==> src/rtl/sram_bus_arbiter_pkg.sv <==
// Shared encodings for the SRAM/serial bus arbiter: FSM states,
// IO word offsets and idle levels of the active-low SRAM strobes.
package sram_bus_arbiter_pkg;

    localparam logic [2:0] ST_IDLE    = 3'd0;
    localparam logic [2:0] ST_SETUP   = 3'd1;
    localparam logic [2:0] ST_ACCESS  = 3'd2;
    localparam logic [2:0] ST_RECOVER = 3'd3;
    localparam logic [2:0] ST_IO      = 3'd4;
    localparam logic [2:0] ST_DONE    = 3'd5;

    localparam logic IO_OFF_DATA   = 1'b0;
    localparam logic IO_OFF_STATUS = 1'b1;

    localparam logic STROBE_IDLE = 1'b1;

    localparam logic [1:0] STARVE_LIMIT = 2'd2;

endpackage

==> src/rtl/bus_grant_arbiter.sv <==
// Two-way grant: data port B has priority, but after two back-to-back
// B grants with fetch port A waiting, A is granted next.
module bus_grant_arbiter
    import sram_bus_arbiter_pkg::*;
(
    input  logic clk,
    input  logic rst,
    input  logic idle,
    input  logic a_req,
    input  logic b_req,
    output logic grant_a,
    output logic grant_b
);

    logic [1:0] b_run;

    assign grant_a = idle & a_req & (~b_req | (b_run == STARVE_LIMIT));
    assign grant_b = idle & b_req & ~grant_a;

    always_ff @(posedge clk) begin
        if (rst) begin
            b_run <= 2'd0;
        end else if (grant_a || !a_req) begin
            b_run <= 2'd0;
        end else if (grant_b) begin
            b_run <= b_run + 2'd1;
        end
    end

endmodule

==> src/rtl/sram_bus_arbiter.sv <==
// Shares one asynchronous SRAM between CPU fetch (A) and data (B) ports
// and decodes a small window of memory-mapped serial channels.
module sram_bus_arbiter
    import sram_bus_arbiter_pkg::*;
#(
    parameter int ADDR_W      = 16,
    parameter int DATA_W      = 16,
    parameter int PHYS_ADDR_W = 18,
    parameter int WAIT_STATES = 1,
    parameter int NUM_IO      = 2,
    parameter logic [ADDR_W-1:0] IO_BASE = 16'hBF00
) (
    input  logic                   clk,
    input  logic                   rst,
    input  logic                   a_req,
    input  logic [ADDR_W-1:0]      a_addr,
    output logic [DATA_W-1:0]      a_rdata,
    output logic                   a_ack,
    input  logic                   b_req,
    input  logic                   b_we,
    input  logic [ADDR_W-1:0]      b_addr,
    input  logic [DATA_W-1:0]      b_wdata,
    output logic [DATA_W-1:0]      b_rdata,
    output logic                   b_ack,
    output logic                   stall,
    output logic [PHYS_ADDR_W-1:0] mem_addr,
    output logic [DATA_W-1:0]      mem_dout,
    output logic                   mem_drive,
    input  logic [DATA_W-1:0]      mem_din,
    output logic                   mem_en_n,
    output logic                   mem_oe_n,
    output logic                   mem_we_n,
    output logic [NUM_IO-1:0]      io_sel,
    output logic                   io_rd,
    output logic                   io_wr,
    output logic [7:0]             io_wdata,
    input  logic [8*NUM_IO-1:0]    io_rdata,
    input  logic [2*NUM_IO-1:0]    io_status
);

    localparam int CW   = $clog2(WAIT_STATES + 1);
    localparam int CH_W = (NUM_IO > 1) ? $clog2(NUM_IO) : 1;

    logic [2:0]        state;
    logic              owner_b;
    logic              lat_we;
    logic              lat_odd;
    logic [CH_W-1:0]   lat_ch;
    logic [ADDR_W-1:0] lat_addr;
    logic [DATA_W-1:0] lat_wdata;
    logic [CW-1:0]     wcnt;

    logic              grant_a;
    logic              grant_b;
    logic [ADDR_W-1:0] sel_addr;
    logic [ADDR_W:0]   off;
    logic              in_win;
    logic              sram_act;
    logic [7:0]        io_byte;
    logic [1:0]        io_st;
    logic [DATA_W-1:0] io_val;

    bus_grant_arbiter u_grant (
        .clk     (clk),
        .rst     (rst),
        .idle    (state == ST_IDLE),
        .a_req   (a_req),
        .b_req   (b_req),
        .grant_a (grant_a),
        .grant_b (grant_b)
    );

    assign sel_addr = grant_b ? b_addr : a_addr;
    assign off      = {1'b0, sel_addr} - {1'b0, IO_BASE};
    // the >= guard keeps a wrapped subtraction from looking like a hit
    assign in_win   = (sel_addr >= IO_BASE) &&
                      (off < (ADDR_W+1)'(2 * NUM_IO));

    always_comb begin
        io_byte = 8'd0;
        io_st   = 2'd0;
        io_sel  = '0;
        for (int k = 0; k < NUM_IO; k++) begin
            if (lat_ch == CH_W'(k)) begin
                io_byte = io_rdata[8*k +: 8];
                io_st   = io_status[2*k +: 2];
                io_sel[k] = (state == ST_IO);
            end
        end
    end

    assign io_val = (lat_odd == IO_OFF_STATUS) ? DATA_W'(io_st)
                                               : DATA_W'(io_byte);

    always_ff @(posedge clk) begin
        if (rst) begin
            state     <= ST_IDLE;
            owner_b   <= 1'b0;
            lat_we    <= 1'b0;
            lat_odd   <= 1'b0;
            lat_ch    <= '0;
            lat_addr  <= '0;
            lat_wdata <= '0;
            wcnt      <= '0;
            a_rdata   <= '0;
            b_rdata   <= '0;
        end else begin
            unique case (state)
                ST_IDLE: begin
                    if (grant_a || grant_b) begin
                        owner_b   <= grant_b;
                        lat_we    <= grant_b & b_we;
                        lat_addr  <= sel_addr;
                        lat_wdata <= b_wdata;
                        lat_ch    <= off[CH_W:1];
                        lat_odd   <= off[0];
                        state     <= in_win ? ST_IO : ST_SETUP;
                    end
                end
                ST_SETUP: begin
                    wcnt  <= CW'(WAIT_STATES - 1);
                    state <= ST_ACCESS;
                end
                ST_ACCESS: begin
                    if (wcnt == '0) begin
                        if (!lat_we) begin
                            if (owner_b) b_rdata <= mem_din;
                            else         a_rdata <= mem_din;
                        end
                        state <= lat_we ? ST_RECOVER : ST_DONE;
                    end else begin
                        wcnt <= wcnt - CW'(1);
                    end
                end
                ST_RECOVER: state <= ST_DONE;
                ST_IO: begin
                    if (!lat_we) begin
                        if (owner_b) b_rdata <= io_val;
                        else         a_rdata <= io_val;
                    end
                    state <= ST_DONE;
                end
                ST_DONE: state <= ST_IDLE;
                default: state <= ST_IDLE;
            endcase
        end
    end

    assign sram_act = (state == ST_SETUP) || (state == ST_ACCESS) ||
                      (state == ST_RECOVER);

    assign mem_addr  = PHYS_ADDR_W'(lat_addr);
    assign mem_dout  = lat_wdata;
    assign mem_drive = sram_act & lat_we;
    assign mem_en_n  = sram_act ? 1'b0 : STROBE_IDLE;
    assign mem_oe_n  = (state == ST_ACCESS && !lat_we) ? 1'b0 : STROBE_IDLE;
    assign mem_we_n  = (state == ST_ACCESS && lat_we) ? 1'b0 : STROBE_IDLE;

    assign io_rd    = (state == ST_IO) & ~lat_we & (lat_odd == IO_OFF_DATA);
    assign io_wr    = (state == ST_IO) & lat_we & (lat_odd == IO_OFF_DATA);
    assign io_wdata = lat_wdata[7:0];

    assign a_ack = (state == ST_DONE) & ~owner_b;
    assign b_ack = (state == ST_DONE) & owner_b;
    assign stall = (a_req & ~a_ack) | (b_req & ~b_ack);

endmodule

==> config.mk <==
export PLATFORM = sky130hd
export DESIGN_NAME = sram_bus_arbiter
export DESIGN_NICKNAME = d
export VERILOG_FILES = /design/src/rtl/sram_bus_arbiter_pkg.sv /design/src/rtl/bus_grant_arbiter.sv /design/src/rtl/sram_bus_arbiter.sv
export SDC_FILE = /design/constraint.sdc
export NUM_CORES = 1
export LEC_CHECK = 0
export ABC_AREA = 0
export CORE_MARGIN = 4
export CORE_UTILIZATION = 40
export DETAILED_ROUTE_END_ITERATION = 7
export PLACE_DENSITY = 0.8
export SYNTH_ARGS = -nofsm -noshare
export SYNTH_HDL_FRONTEND = slang
export SYNTH_HIERARCHICAL = 1
export SYNTH_SLANG_ARGS = --single-unit
==> constraint.sdc <==
create_clock -name clk -period 3.45 [get_ports clk]
set_input_delay 1.035 -clock clk [delete_from_list [all_inputs] [get_ports clk]]
set_output_delay 1.035 -clock clk [all_outputs]
set_load 0.02 [all_outputs]
==> results by group, run 1 <==
Timing
  • Minimum clock period: 3.40 ns
  • Fmax: 0.294 GHz
  • RSZ-0062 raised after global routing: no
  • Fin. Hold Viols: 0
  • Worst clock skew: 0.0136 ns
  • Worst slew margin: 39.1%
  • Final setup TNS: 0 ns
  • Finish-stage setup viols: 0
  • Worst Hold Slack: 0.456 ns
  • Slew Viols, Final: 0
  • Period Utilization, post-route: 98.5%
  • Worst slew pin tran: 0.913 ns

Clock tree
  • Post-CTS resize count: 0
  • CTS max path bufs: 2
  • Clock Latency Late Sink: 0.33 ns
  • Htree depth: 3
  • Worst-path clk slew: 0.07 ns
  • Root buf cell: clkbuf_8
  • CTS tree: yes
  • Post-CTS setup buffer count: 0
  • CTS Buf Count: 9
  • CTS Hold Bufs: 0
  • Clk sinks: 71

Die
  • Top-Level Pins: 174
  • Die height: 101 µm
  • Die ar.: 10200 µm²
  • Starting density of the core: 41.6%
  • Chip Width: 101 µm
  • Rows: 33
  • Placeable Area: 8300 µm²

Logic synthesis
  • Synth top area share: 41.2%
  • Largest area contributor in the netlist: dfxtp_1
  • Mapped cell area: 3450 µm²
  • Mapped Avg Cell Area: 8.52 µm²
  • Seq cells post-synth: 71
  • Syn Inst Count: 405
  • Dominant cells by area after synthesis: dfxtp_1 41%, nand2_1 7.5%, a21oi_1 6.4%
  • Synth warn: 6
  • Sequential fraction of the synthesis area: 41.2%
  • Yosys cell types: 52

Drt
  • Average vias per placed instance: 5.20
  • Top Layer Used: met4
  • Detailed router's first-iteration violation count: 123
  • Drt wl/cell: 16.1 µm
  • # DRC: 0
  • Met1 WL: 4.20 mm
  • Drt pass-1 iters: 4
  • Post-Route WL: 10.7 mm
  • Vias: 3456
  • ANT nets after route: 0
  • WL met3: 1.09 mm
  • Metal2 WL: 5.33 mm

Global route
  • Largest net degree at the start of global routing: 48
  • Total track usage: 20.5%
  • Vias in the first global route: 3419
  • Global-route wire length before repair: 16.7 mm
  • GR Overflow Total: 0
  • Initial antenna violation count: 0

Critical path
  • Slowest stage delay, CP: 0.63 ns
  • Slowest cell on crit path: clkdlybuf4s50_1
  • Crit. End Element: primary output
  • Critical path arrival: 2.36 ns
  • CP Class: input pin to primary output
  • CP Buf/Inv Count: 3
  • CP Max Fanout: 3
  • R2r setup slk: 0.57 ns
  • Most Frequent Cell on Critical Path: clkdlybuf4s50_1
  • Crit path cell chain: clkdlybuf4s50_1, inv_1, o21ai_0, clkdlybuf4s50_1
  • Top delay family on crit path: buffers and inverters
  • Critical Path Start Type: input pin
  • Worst Path Required: 2.41 ns

Job
  • MaxCap Viol Count: 0

Placed design
  • Inst Count DP: 649
  • Port bufs: 171
  • GP Congestion: 0.881
  • Placed wire-length estimate: 8.37 mm

Cells and area
  • Fillers: 748
  • P&R area growth vs syn: 54.8%
  • # diodes: 0
  • Layout cells sized above 1: 8.59%
  • Layout Cells excl Fill: 664
  • Multi-input logic area: 1750 µm²
  • Register area: 1420 µm²
  • # nets final: 646
  • Fin util: 64.3%

Run status
  • Outcome: complete, no violations

Hold path
  • Worst min path class: flip-flop to flip-flop

Pwr
  • Pwr Total: 2980 µW
  • Worst-case vdd ir drop: 0.311 mV
  • Leak: 0.00191 µW
  • Cell Pwr Density: 559 nW/µm²
## placed cells by master, fill, tap and decap left out, types with 5 or more instances in the layout
cell type,instances
a211oi_1,25
clkbuf_8,10
dfxtp_1,71
buf_4,8
nand2_1,69
nor2_1,38
a211oi_2,5
a21oi_1,43
clkdlybuf4s50_1,170
nor3_1,10
mux2i_1,21
nand3_1,20
## power breakdown
part	internal (µW)	switching (µW)
Clock	424	303
Combinational	578	626
Sequential	949	104
## worst min-delay path, delay by kind of cell, from the launching register on
family          cells  cell delay, ns
flops               1            0.31
simple gates        1            0.05
compound gates      1            0.05
## final cells by class
class	instances	area share [%]
clock buffer	10	2.58
clock inverter	5	1.52
inverter	3	0.211
multi-input combinational	289	32.8
sequential	71	26.6
tap	105	2.46
timing repair buffer	181	33.8
## flip-flops by register name, indices dropped and copies added (netlist names)
signal         flops
mem_dout          16
a_rdata           16
state              3
u_grant/b_run      2
owner_b            1
lat_addr          16
b_rdata           16
lat_we             1
## metrics by stage
stage               setup slack [ns]  instance area, µm²
floorplan                      0.215                3450
CTS                           0.0377                5340
global placement              0.0565                5120
detailed placement           -0.0367                5120
global route                 0.00805                5340
finish                        0.0508                5340
## synth_stat cells (all sizes together)
library cell / number
o21bai: 1
nor2: 40
inv: 3
mux2i: 21
nand2: 69
xor2: 1
and3: 4
nor4: 2
a21oi: 44
mux4: 2
a211o: 2
o21a: 1
o211a: 1
mux2: 4
or2: 2
a31oi: 1
o2111a: 1
nor3: 11
and2b: 1
nand3b: 2
nand4: 1
ha: 2
nor2b: 2
a22oi: 1
o211ai: 1
nor4b: 3
nor3b: 2
a211oi: 30
o2111ai: 1
buf: 33
o22ai: 1
dfxtp: 71
nand2b: 2
o21ba: 1
nand3: 20
xnor2: 3
clkbuf: 10
a32oi: 1
conb: 1
nand4b: 1
o21ai: 5
## worst paths after layout
path                                                from                       end  cells past startpoint
worst max-delay path                               b_req                     stall                      4
worst min-delay path            lat_addr[9]$_SDFFE_PP0P_  lat_addr[9]$_SDFFE_PP0P_                      2
worst max register to register     state[2]$_SDFFE_PP0P_     state[0]$_SDFFE_PP0P_                     12
worst min register to register  lat_addr[9]$_SDFFE_PP0P_  lat_addr[9]$_SDFFE_PP0P_                      2
## logic make-up (layout without fill, tap and decap cells)
group / Yosys count / after routing / share of synthesized area, %
fa+ha+maj: 2 / 2 / 0.725
buf+inv: 46 / 199 / 8.52
flops: 71 / 71 / 41.2
simple gates: 162 / 162 / 21.9
other cells: 1 / 2 / 0.109
mux: 27 / 27 / 8.81
xor+xnor: 4 / 4 / 1.23
compound gates: 92 / 92 / 17.5
## per-layer routing
metal,global-route usage (%),up-vias
li1,-,1704
met4,5.28,0
met5,0,-
met3,6.30,8
met2,37.5,151
met1,22.9,1593
Power figures use the tool's default switching activity.
==> run 2, diff against run 1 <==
--- a/config.mk
+++ b/config.mk
@@ -10,6 +10,7 @@
 export CORE_UTILIZATION = 40
 export DETAILED_ROUTE_END_ITERATION = 7
 export PLACE_DENSITY = 0.8
+export SLEW_MARGIN = 30
 export SYNTH_ARGS = -nofsm -noshare
 export SYNTH_HDL_FRONTEND = slang
 export SYNTH_HIERARCHICAL = 1
==> results of run 2 <==
The final DEF is identical to that of run 1; final timing and power are the same.
